File: src/rtl/agc_quant_pkg.sv
// agc_quant_pkg: shared types and helpers for the adaptive-threshold quantizer.
//   agc_state_e : loop state, ACQ (fast steps) or TRACK (slow steps)
//   max_lim()   : largest magnitude representable by a signed sample of given width
//   calc_step() : threshold correction step, max(1, diff >> sh)
package agc_quant_pkg;

   typedef enum logic {
      ACQ   = 1'b0,
      TRACK = 1'b1
   } agc_state_e;

   function automatic int max_lim(input int width);
      return (1 << (width - 1)) - 1;
   endfunction

   // A step of zero would stall the loop just outside the hold band, so the
   // smallest correction is always one code.
   function automatic int calc_step(input int diff, input int sh);
      int s;
      s = diff >> sh;
      return (s < 1) ? 1 : s;
   endfunction

endpackage

File: src/rtl/agc_quant_v1_abs_sat.sv
// abs_sat: combinational magnitude of a two's-complement sample.
//   data_in : WIDTH-bit signed sample
//   abs_out : WIDTH-1-bit unsigned magnitude; the most-negative code maps to
//             2^(WIDTH-1)-1 instead of wrapping to zero.
module abs_sat #(
   parameter int WIDTH = 14
) (
   input  logic [WIDTH-1:0] data_in,
   output logic [WIDTH-2:0] abs_out
);

   // NOTE: every combinational output gets a default first so no path leaves it unassigned (no latch).
   always_comb begin
      abs_out = data_in[WIDTH-2:0];
      if (data_in[WIDTH-1]) begin
         // Low bits of ~x + 1 equal the low bits of -x; only -2^(WIDTH-1) wraps to 0.
         if (data_in[WIDTH-2:0] == '0) abs_out = '1;
         else                          abs_out = ~data_in[WIDTH-2:0] + (WIDTH-1)'(1);
      end
   end

endmodule

File: src/rtl/agc_quant_v1.sv
// agc_quant_v1: 2-bit (sign/magnitude) quantizer with a closed-loop threshold.
// The threshold is nudged once per window so that about TARGET of every
// 2^PERIODN accepted samples land at or above it.
//
// Ports:
//   clk, rst    clock, asynchronous active-high reset
//   hold        (only with AGC_QUANT_HOLD_EN) freezes thr and the FSM at update
//   we          data_in valid
//   data_in     WIDTH-bit signed sample
//   q_sign      1 = last accepted sample negative
//   q_mag       1 = |last accepted sample| >= thr
//   valid       we delayed one cycle
//   thr         current threshold, unsigned WIDTH-1 bits
//   over_last   over-threshold count of the last completed window
//   locked      1 = loop in TRACK
//
// Build option: define AGC_QUANT_HOLD_EN to add the hold input.
module agc_quant_v1
   import agc_quant_pkg::*;
#(
   parameter int WIDTH       = 14,
   parameter int PERIODN     = 14,
   parameter int TARGET      = (2**PERIODN) / 3,
   parameter int DEADBAND    = 2**(PERIODN - 6),
   parameter int THR_INIT    = 2**(WIDTH - 3),
   parameter int STEP_SH_ACQ = 2,
   parameter int STEP_SH_TRK = 5,
   parameter int LOCK_N      = 4
) (
   input  logic                      clk,
   input  logic                      rst,
`ifdef AGC_QUANT_HOLD_EN
   input  logic                      hold,
`endif
   input  logic                      we,
   input  logic signed [WIDTH-1:0]   data_in,
   output logic                      q_sign,
   output logic                      q_mag,
   output logic                      valid,
   output logic        [WIDTH-2:0]   thr,
   output logic        [PERIODN:0]   over_last,
   output logic                      locked
);

   localparam int THR_W   = WIDTH - 1;
   localparam int MAX_LIM = max_lim(WIDTH);
   localparam int RUN_W   = $clog2(LOCK_N + 1);

   logic [THR_W-1:0]   abs_val;
   logic               mag_now;
   logic [PERIODN-1:0] win_cntr;
   logic [PERIODN:0]   over_cnt;
   logic [PERIODN:0]   over_final;
   logic               win_end;
   logic               upd_pend;
   logic               upd_en;

   agc_state_e         state, state_nxt;
   logic [RUN_W-1:0]   run, run_nxt, run_inc;
   logic [THR_W-1:0]   thr_nxt;
   logic               locked_nxt;
   logic               above, below, in_band;
   int                 ol, dev, step;

   abs_sat #(.WIDTH(WIDTH)) u_abs (
      .data_in (data_in),
      .abs_out (abs_val)
   );

   assign mag_now    = (abs_val >= thr);
   assign win_end    = we && (win_cntr == '1);
   // The window-closing sample is included in its own window's count.
   assign over_final = over_cnt + {{PERIODN{1'b0}}, mag_now};

`ifdef AGC_QUANT_HOLD_EN
   assign upd_en = upd_pend && !hold;
`else
   assign upd_en = upd_pend;
`endif

   // ---------------- sample path and window accounting ----------------
   // NOTE: state registers use non-blocking assignments so every flop samples pre-edge values.
   always_ff @(posedge clk or posedge rst) begin
      if (rst) begin
         q_sign    <= 1'b0;
         q_mag     <= 1'b0;
         valid     <= 1'b0;
         win_cntr  <= '0;
         over_cnt  <= '0;
         over_last <= '0;
         upd_pend  <= 1'b0;
      end else begin
         valid    <= we;
         upd_pend <= win_end;
         if (we) begin
            q_sign <= data_in[WIDTH-1];
            q_mag  <= mag_now;
            if (win_end) begin
               over_last <= over_final;
               over_cnt  <= '0;
               win_cntr  <= '0;
            end else begin
               over_cnt  <= over_final;
               win_cntr  <= win_cntr + PERIODN'(1);
            end
         end
      end
   end

   // ---------------- window classification and threshold step ----------------
   always_comb begin
      ol      = int'(over_last);
      above   = (ol > TARGET + DEADBAND);
      below   = (ol < TARGET - DEADBAND);
      in_band = !above && !below;
      dev     = (ol >= TARGET) ? (ol - TARGET) : (TARGET - ol);
      step    = calc_step(dev, (state == TRACK) ? STEP_SH_TRK : STEP_SH_ACQ);
      thr_nxt = thr;
      if (above)
         thr_nxt = (int'(thr) + step > MAX_LIM) ? THR_W'(MAX_LIM) : THR_W'(int'(thr) + step);
      else if (below)
         thr_nxt = (int'(thr) - step < 1) ? THR_W'(1) : THR_W'(int'(thr) - step);
   end

   // ---------------- FSM: next state ----------------
   // ACQ counts consecutive in-band windows, TRACK counts consecutive
   // out-of-band ones; LOCK_N in a row flips the state.
   always_comb begin
      state_nxt = state;
      run_inc   = run + RUN_W'(1);
      run_nxt   = '0;
      case (state)
         ACQ: begin
            if (in_band) begin
               if (run_inc == RUN_W'(LOCK_N)) state_nxt = TRACK;
               else                           run_nxt   = run_inc;
            end
         end
         TRACK: begin
            if (!in_band) begin
               if (run_inc == RUN_W'(LOCK_N)) state_nxt = ACQ;
               else                           run_nxt   = run_inc;
            end
         end
      endcase
   end

   // ---------------- FSM: outputs ----------------
   always_comb begin
      locked_nxt = (state_nxt == TRACK);
   end

   // ---------------- FSM and threshold registers ----------------
   // Updated only in the cycle after a window end; everything else holds.
   always_ff @(posedge clk or posedge rst) begin
      if (rst) begin
         state  <= ACQ;
         run    <= '0;
         locked <= 1'b0;
         thr    <= THR_W'(THR_INIT);
      end else if (upd_en) begin
         state  <= state_nxt;
         run    <= run_nxt;
         locked <= locked_nxt;
         thr    <= thr_nxt;
      end
   end

endmodule

File: config.mk
export PLATFORM = sky130hd
export DESIGN_NAME = agc_quant_v1
export DESIGN_NICKNAME = d
export VERILOG_FILES = /design/src/rtl/agc_quant_pkg.sv /design/src/rtl/agc_quant_v1_abs_sat.sv /design/src/rtl/agc_quant_v1.sv
export SDC_FILE = /design/constraint.sdc
export NUM_CORES = 1
export LEC_CHECK = 0
export ABC_AREA = 1
export CORE_MARGIN = 5
export CORE_UTILIZATION = 35
export CTS_CLUSTER_SIZE = 10
export DETAILED_ROUTE_END_ITERATION = 10
export HOLD_SLACK_MARGIN = 0.1
export SKIP_CTS_REPAIR_TIMING = 1
export SLEW_MARGIN = 15
export SYNTH_ARGS = -nofsm -noshare
export SYNTH_HDL_FRONTEND = slang
export SYNTH_SLANG_ARGS = --single-unit
File: constraint.sdc
create_clock -name clk -period 4.2 [get_ports clk]
set_clock_uncertainty 0.2 [all_clocks]
set_input_delay 0.84 -clock clk [delete_from_list [all_inputs] [get_ports clk]]
set_output_delay 0.84 -clock clk [all_outputs]
set_load 0.1 [all_outputs]
==> results of run 1 <==
-- cells by family after synthesis --
kind of cell / after synthesis
and+or+nand+nor: 544
AOI/OAI and AO/OA: 142
other: 1
buffers and inverters: 177
DFF: 65
xor gates and xnor gates: 47
adders and majority gates: 54
-- area by class of cell --
class                   count  area share (%)
well taps                 234            2.76
multi-input cells         791            51.0
clock inverters             3           0.165
clock buffers              12            2.33
flip-flops and latches     65            15.5
repair buffers            287            22.6
inverters                 149            5.62
-- metrics by stage --
stage	area, um2	TNS [ns]	setup slack (ns)	hold WS (ns)
finish	10600	-8.22	-0.390	0.278
global route	10600	-16.19	-0.680	0.297
CTS	9370	-16.27	-0.695	0.286
detailed placement	9100	-24.67	-0.828	0.271
global placement	9100	-21.70	-0.729	0.265
floorplan	6880	-6.85	-0.548	0.263
-- sequential cells by signal, summed over array words and instances, names as in the netlist, named ones only --
| signal | cells |
|---|---|
| over_cnt | 15 |
| upd_en | 1 |
| win_cntr | 14 |
| run | 3 |
| q_mag | 1 |
| q_sign | 1 |
| over_last | 15 |
| valid | 1 |
| thr | 13 |
-- power groups by stage --
stage | Sequential (mW) | Combinational [mW] | Clock (mW)
2_1_floorplan | 0.724 | 0.179 | 0
3_3_place_gp | 0.721 | 0.300 | 0
3_5_place_dp | 0.722 | 0.303 | 0
4_1_cts | 0.712 | 0.306 | 0.673
5_1_grt | 0.725 | 0.396 | 0.692
6_report | 0.718 | 0.358 | 0.659
-- worst register-to-register path, delay by kind of cell, from the launching register on --
| kind | cells | cell delay [ns] |
|---|---|---|
| DFF | 1 | 0.46 |
| adders and majority gates | 2 | 0.55 |
| buffers and inverters | 4 | 0.50 |
| and+or+nand+nor | 25 | 2.11 |
| AOI/OAI and AO/OA | 3 | 0.35 |
| xor gates and xnor gates | 1 | 0.23 |
-- cell usage in the layout, fill, tap and decap left out, types with 4 or more instances in the layout --
cell             Yosys  routed
dfrtp_1             64      49
nand2_4              7      17
nor2_4               6      15
xor2_2               0       9
inv_4                0       9
dfrtp_2              0      15
ha_1                52      33
nand4_1             17      17
a21oi_1             50      32
nor3_4               0       5
clkbuf_16            0       9
inv_2               12      17
nand2_1            276     233
nor3_1              12       5
ha_4                 0      19
nand3_1             79      54
nor2_2               5      23
o21ai_1             12      24
o21ai_0             41      22
buf_6                7      16
nand3b_1             4       4
nor2_1             112      85
clkdlybuf4s50_1      0      40
nand2_2             15      50
buf_4                5     221
dlymetal6s2s_1       0       6
xor2_1              42      30
nand3_2              0      22
inv_1              135     120
xnor2_1              5       5
a21oi_2              3      20
o21ai_2              0       6
-- final timing paths --
kind	to	slack [ns]
max reg2reg	thr[3]	-0.35
min reg2reg	q_sign	0.28
min	q_sign	0.28
min in group asynchronous	thr[3]	0.73
max in group asynchronous	thr[11]	2.37
max	over_cnt[12]	-0.39
-- layer usage --
metal  share of wire (%)  global-route usage [%]  wire length, um  vias to the layer above
li1                    -                       -                -                     3848
met1                  48                    25.6            10200                     3426
met2                  48                    30.1            10300                      106
met3                 2.3                    1.71              497                       31
met4                 1.6                    3.79              351                        0
met5                   0                       0                0                        -
==> results.ini, run 1 <==
[status]
outcome = finished, violations left
violations = negative setup slack

[timing]
worst_pin_slew_ns = 0.985
setup_viol = 28
drv_slew = 0
fin_crit_sh_pct = 109
rsz0062_at_grt = yes
period_minus_slack_ns = 4.59
fmax_mhz = 218
slew_headroom_pct = 34.2
hold_viol = 0
setup_ws_ns = -0.390

[min_path]
holdCritStartpoint = q_sign
hp-class = flop to flop
holdPathStages = 2

[power]
p_int_mw = 1.24
p_clk_share_pct = 38.0
combPwrFrac_pct = 20.6
p_seq_share_pct = 41.4
swShare_pct = 28.5
powerDensity_mw_per_mm2 = 164
ir_worst_vdd_uv = 271
p_switching_mw = 0.495
p_total_mw = 1.74
leakage_nw = 5.36

[synth]
synthMuxAreaShare_pct = 0
synthXorXnorAreaFrac_pct = 6.13
yosys_most_used_dff = dfrtp_1
ys_async_sr_fraction_pct = 100
yosysTopAreaCellShare_pct = 23.9
synth.distinct_cells = 53
syn_nets = 1101
ys_ff_latch = 65
synth_adder_area_share_pct = 10.3
yosysWarnings = 0
syn_area_mm2 = 0.00671
syn_area_per_cell_um2 = 6.52
ys_seq_area_share_pct = 24.3
synth-edff-count = 0
synth_top_family_by_area = simple AND/OR/NAND/NOR gates
synth_commonest_cells = nand2_1, inv_1, nor2_1
yosys.area.top_type = dfrtp_1
synth_area_leaders = dfrtp_1, nand2_1, ha_1, inv_1, nor2_1
yosysMostFrequentCell = nand2_1
synth_compound_area_share_pct = 12.4
yosys.area_share.simple_pct = 35.7
synthCells = 1030

[critical_path]
path_delay_family = simple AND/OR/NAND/NOR gates
required_ns = 4.25
critPathMaxFanout = 8
cp_slowest_cell = o41ai_2
end_kind = flop
r2r_cells = 35
arrival_ns = 4.64
cp-start-kind = primary input
critical_path_class = primary input to flop
worst-path-buf-inv = 3
cp.depth = 28
cpPeakStageDelay_ns = 0.33
startpoint = data_in[1]
reg2reg_from = over_last[2]

[drt]
routed_wirelength_mm = 21.3
routedWlPerCell_um = 13.9
route.vias.total = 7411
vias_per_cell = 4.81
drtAntennaViolNets = 0
drtIter0Drc = 346
drt_pass1_iterations = 5
drc = 0

[placed_design]
dpl.cell_count = 1500
dpl.hpwl_mm = 16.3
finalWeightedCongestion = 0.891
portBuffers = 48

[clock_network]
cts_buffer_depth = 2
cts_made_buffers = 9
cts_root_buf = clkbuf_16
clock_sinks = 65
clk_latency_ns = 0.33
cts_tree = done
clkSlewWorstSetupHoldPaths_ns = 0.05
cts_htree_levels = 3

[floorplan]
core_mm2 = 0.0188
rows = 50
dieArea_mm2 = 0.0220
die-width_um = 148
start_util_pct = 35.8
die_h_um = 148
io_pins = 49

[layout]
final_nets = 1374
final_cell_count_no_fill = 1541
fillers = 1703
final_util_pct = 56.4
antenna_cells = 0
syn_to_final_growth_pct = 57.8
drive_above_1_share_pct = 39.8
multi_input_area_mm2 = 0.00541
seqCellArea_mm2 = 0.00165

[global_routing]
grt_first_pass_wirelength_mm = 33.2
grt_pass1_vias = 7017
antenna_found_initial = 0
overflow = 0
grt_use_total_pct = 18.1
grt_max_degree = 40

[job]
cap_violations = 0

No activity file was read; power rests on OpenSTA's default activity.
==> run 2: changes to the inputs <==
--- a/config.mk
+++ b/config.mk
@@ -6,7 +6,7 @@
 export NUM_CORES = 1
 export LEC_CHECK = 0
 export ABC_AREA = 1
-export CORE_MARGIN = 5
+export CORE_MARGIN = 4
 export CORE_UTILIZATION = 35
 export CTS_CLUSTER_SIZE = 10
 export DETAILED_ROUTE_END_ITERATION = 10
==> run 2 against run 1 <==
  * The run still ends with negative setup slack left
  * Largest cell class unchanged
  * Clock-buffer cell count is 1 higher
  * Largest power group is now the clock network
  * Global-route usage up 0.58 points
  * Utilization down 1.2 points
==> results.ini, run 2 (synthesis results as in run 1) <==
[status]
outcome = finished, violations left
violations = negative setup slack

[critical_path]
cpPeakStageDelay_ns = 0.44
cp_slowest_cell = dfrtp_2
arrival_ns = 4.70
critPathMaxFanout = 8
end_kind = flop
cp-start-kind = flop
r2r_cells = 36
critical_path_class = flop to flop
required_ns = 4.26

[floorplan]
start_util_pct = 35.8
die-width_um = 146
dieArea_mm2 = 0.0215
rows = 50
core_mm2 = 0.0188
die_h_um = 146
io_pins = 49

[global_routing]
grt_pass1_vias = 7026
grt_max_degree = 41
overflow = 0
antenna_found_initial = 0
grt_use_total_pct = 18.7
grt_first_pass_wirelength_mm = 33.4

[drt]
route.vias.total = 7322
drc = 0
routedWlPerCell_um = 13.7
drtAntennaViolNets = 0
drt_pass1_iterations = 7
drtIter0Drc = 443
vias_per_cell = 4.76
routed_wirelength_mm = 21.1

[power]
p_total_mw = 1.84
ir_worst_vdd_uv = 341
powerDensity_mw_per_mm2 = 178
leakage_nw = 5.29

[clock_network]
clkSlewWorstSetupHoldPaths_ns = 0.05
clock_sinks = 65
clk_latency_ns = 0.33
cts_buffer_depth = 2
cts_root_buf = clkbuf_16
cts_tree = done
cts_htree_levels = 3
cts_made_buffers = 9

[job]
cap_violations = 0

[layout]
final_common_cell = nand2_1
drive_above_1_share_pct = 36.2
layout_common_cells = nand2_1, buf_4, inv_1, nor2_1, nand3_1
fin_area_mm2 = 0.0104
final_nets = 1371
final_util_pct = 55.3
fillers = 1744
top_regs = over_cnt (15), over_last (15), win_cntr (14)
antenna_cells = 0
syn_to_final_growth_pct = 54.6

[timing]
slew_headroom_pct = 34.3
fmax_mhz = 216
drv_slew = 0
period_minus_slack_ns = 4.64
fin_crit_sh_pct = 110
setup_viol = 27
hold_viol = 0
rsz0062_at_grt = yes
finalSetupTns_ns = -9.42
worst_pin_slew_ns = 0.983
setup_ws_ns = -0.437

[placed_design]
portBuffers = 48
dpl.hpwl_mm = 16.4
dp_slack_ns = -0.899
finalWeightedCongestion = 0.886
placed_area_mm2 = 0.00911

[min_path]
hp-class = flop to flop
holdPathStages = 2

run 2: cell count changes in the layout (fill, tap and decap cells not counted), sizes merged, moves of 2 or more:
cell	previous run	this run
clkdlybuf4s50	40	42
bufinv	0	2
dlymetal6s2s	6	4
clkinv	4	2
nand2	301	299
run 2: report_power, final:
part / total (mW) / switching [mW] / internal [mW]
registers: 0.722 / 0.0500 / 0.672
clock network: 0.771 / 0.251 / 0.520
logic: 0.350 / 0.194 / 0.156
total: 1.84 / 0.495 / 1.35
run 2: path summary, 6_finish.rpt:
path	start	slack (ns)	to
worst max-delay path	over_last[7]	-0.44	thr[0]
worst min-delay path	q_mag	0.29	q_mag
worst max register to register	over_last[7]	-0.44	thr[0]
worst min register to register	q_mag	0.29	q_mag
max in group asynchronous	rst	2.39	thr[11]
min in group asynchronous	rst	0.72	thr[3]
run 2: critical path: cells and delay by family (launching register included):
family | cells | cell delay (ns)
simple gates | 24 | 2.37
buf+inv | 6 | 0.49
xor+xnor | 1 | 0.14
flops | 1 | 0.44
compound gates | 2 | 0.19
fa+ha+maj | 3 | 0.72
run 2: stage by stage:
step	hold WS (ns)	std cells
finish	0.286	1539
CTS	0.287	1520
floorplan	0.263	1030
global route	0.317	1539
detailed placement	0.273	1504
global placement	0.264	1504
run 2: routing by layer:
metal	routed length, um	track usage, %	up-vias
li1	-	-	3827
met5	0	0	-
met4	315	3.81	0
met2	10200	31.8	88
met1	10100	25.6	3378
met3	481	2.14	29
run 2: area by class of cell:
| class | count | area [um2] | area share [%] |
|---|---|---|---|
| Timing Repair Buffer | 286 | 2330 | 22.5 |
| Sequential cell | 65 | 1650 | 15.9 |
| Tap cell | 234 | 293 | 2.82 |
| Inverter | 149 | 591 | 5.69 |
| Clock inverter | 3 | 67.6 | 0.651 |
| Clock buffer | 13 | 240 | 2.32 |
| Multi-Input combinational cell | 789 | 5200 | 50.2 |
==> run 3: changes to the inputs <==
--- a/config.mk
+++ b/config.mk
@@ -6,11 +6,16 @@
 export NUM_CORES = 1
 export LEC_CHECK = 0
 export ABC_AREA = 1
+export CAP_MARGIN = 30
+export CELL_PAD_IN_SITES_DETAIL_PLACEMENT = 2
+export CELL_PAD_IN_SITES_GLOBAL_PLACEMENT = 2
 export CORE_MARGIN = 4
-export CORE_UTILIZATION = 35
+export CORE_UTILIZATION = 30
 export CTS_CLUSTER_SIZE = 10
 export DETAILED_ROUTE_END_ITERATION = 10
 export HOLD_SLACK_MARGIN = 0.1
+export PLACE_DENSITY_LB_ADDON = 0.1
+export REMOVE_ABC_BUFFERS = 1
 export SKIP_CTS_REPAIR_TIMING = 1
 export SLEW_MARGIN = 15
 export SYNTH_ARGS = -nofsm -noshare
==> run 3 against run 2 <==
  * Die area grew 16%
  * Global-route usage rose by 6.2 points
  * Largest power group unchanged
  * The flow still finishes with violations (negative setup slack)
  * Sequential share of layout area fell by 0.65 points
  * Maximum frequency fell by 13%
  * Via count increased by 19%
  * Cell area increased by 3.6%
  * Worst hold slack better by 0.024 ns
  * Setup slack got worse by 0.70 ns
  * Highest routed layer unchanged
  * Final cell count grew 4.7%
  * Utilization decreased by 6.2 points
==> results.ini, run 3 (synthesis results as in run 1) <==
[floorplan]
io_pins = 49
rows = 54
die-width_um = 158
dieArea_mm2 = 0.0248
die_h_um = 158
start_util_pct = 30.7
core_mm2 = 0.0219

[placed_design]
dp_slack_ns = -1.68
portBuffers = 48
finalWeightedCongestion = 0.873
dpl.cell_count = 1565
dpl.hpwl_mm = 24.3

[drt]
vias_per_cell = 5.43
drc = 0
drtIter0Drc = 480
route.vias.total = 8748
drtAntennaViolNets = 0
drt_pass1_iterations = 5
routedWlPerCell_um = 25.8
routed_wirelength_mm = 41.6

[layout]
final_nets = 1398
fillers = 2478
layout_common_cells = buf_4, nand2_1, inv_1, nor2_1, nand3_1
antenna_cells = 0
final_util_pct = 49.1
drive_above_1_share_pct = 38.7
top_regs = over_cnt (15), over_last (15), win_cntr (14)
syn_to_final_growth_pct = 60.1
final_common_cell = buf_4
final_cell_count_no_fill = 1612

[timing]
slew_headroom_pct = 31.6
worst_pin_slew_ns = 1.02
fmax_mhz = 187
hold_viol = 0
setup_viol = 41
fin_crit_sh_pct = 127
setup_ws_ns = -1.14
drv_slew = 0
period_minus_slack_ns = 5.34
rsz0062_at_grt = yes

[clock_network]
cts_buffer_depth = 2
cts_made_buffers = 9
cts_htree_levels = 3
cts_tree = done
clock_sinks = 65
clkSlewWorstSetupHoldPaths_ns = 0.06
cts_root_buf = clkbuf_16
clk_latency_ns = 0.35

[critical_path]
path_common_cell = nand2_1
cp-start-kind = flop
critPathMaxFanout = 6
cp-endpoint = thr[4]
required_ns = 4.21
r2r_cells = 37
end_kind = flop
cpPeakStageDelay_ns = 0.48
cp_slowest_cell = dfrtp_1
arrival_ns = 5.35
critical_path_class = flop to flop
reg2reg_from = over_last[1]
r2r_slack_ns = -1.14
r2r-end = thr[4]
startpoint = over_last[1]

[power]
p_total_mw = 1.98
powerDensity_mw_per_mm2 = 184
leakage_nw = 5.44
ir_worst_vdd_uv = 354

[min_path]
hp-class = flop to flop

[status]
outcome = finished, violations left
violations = negative setup slack

[global_routing]
grt_use_total_pct = 24.9
grt_first_pass_wirelength_mm = 48.7
grt_max_degree = 38
grt_pass1_vias = 8912
overflow = 0
antenna_found_initial = 0

[job]
cap_violations = 0

-- run 3: power by group --
group          internal (mW)  switching [mW]  leakage, nW
Combinational          0.164           0.262         4.52
Sequential             0.671          0.0636        0.766
Clock                  0.496           0.322        0.156
-- run 3: final cells by class --
type | instances | area (um2) | share of cell area, %
multi-input combinational | 790 | 5290 | 49.2
timing repair buffer | 312 | 2560 | 23.9
sequential | 65 | 1640 | 15.2
inverter | 149 | 593 | 5.52
tap | 280 | 350 | 3.26
clock buffer | 11 | 253 | 2.35
clock inverter | 5 | 61.3 | 0.571
-- run 3: worst max-delay path, delay by kind of cell, from the launching register on --
family | cells | cell delay (ns)
compound gates | 1 | 0.11
fa+ha+maj | 4 | 1.07
buf+inv | 6 | 0.60
flops | 1 | 0.48
simple gates | 26 | 2.73
-- run 3: worst min path at each step --
stage | from | endpoint | slack, ns | cells past startpoint
4_1_cts | q_sign | q_sign | 0.29 | 2
3_5_place_dp | q_sign | q_sign | 0.27 | 2
5_1_grt | win_cntr[7] | win_cntr[7] | 0.34 | 1
2_1_floorplan | run[2] | run[2] | 0.26 | 2
6_report | win_cntr[7] | win_cntr[7] | 0.31 | 1
3_3_place_gp | q_sign | q_sign | 0.27 | 2
-- run 3: metrics by stage --
stage / hold slack [ns] / cell area [um2] / setup TNS [ns]
2_1_floorplan: 0.263 / 6530 / -16.97
3_3_place_gp: 0.268 / 9130 / -38.28
3_5_place_dp: 0.272 / 9130 / -51.53
4_1_cts: 0.289 / 9450 / -45.92
5_1_grt: 0.337 / 10700 / -36.87
6_report: 0.310 / 10700 / -28.31
-- run 3: routing by layer --
layer  GRT usage [%]  vias up  wire length [um]
li1                -     3876                 -
met1            32.4     4489             17400
met2            44.8      274             21400
met3            2.21      109              1340
met4            5.57        0              1410
met5               0        -                 0
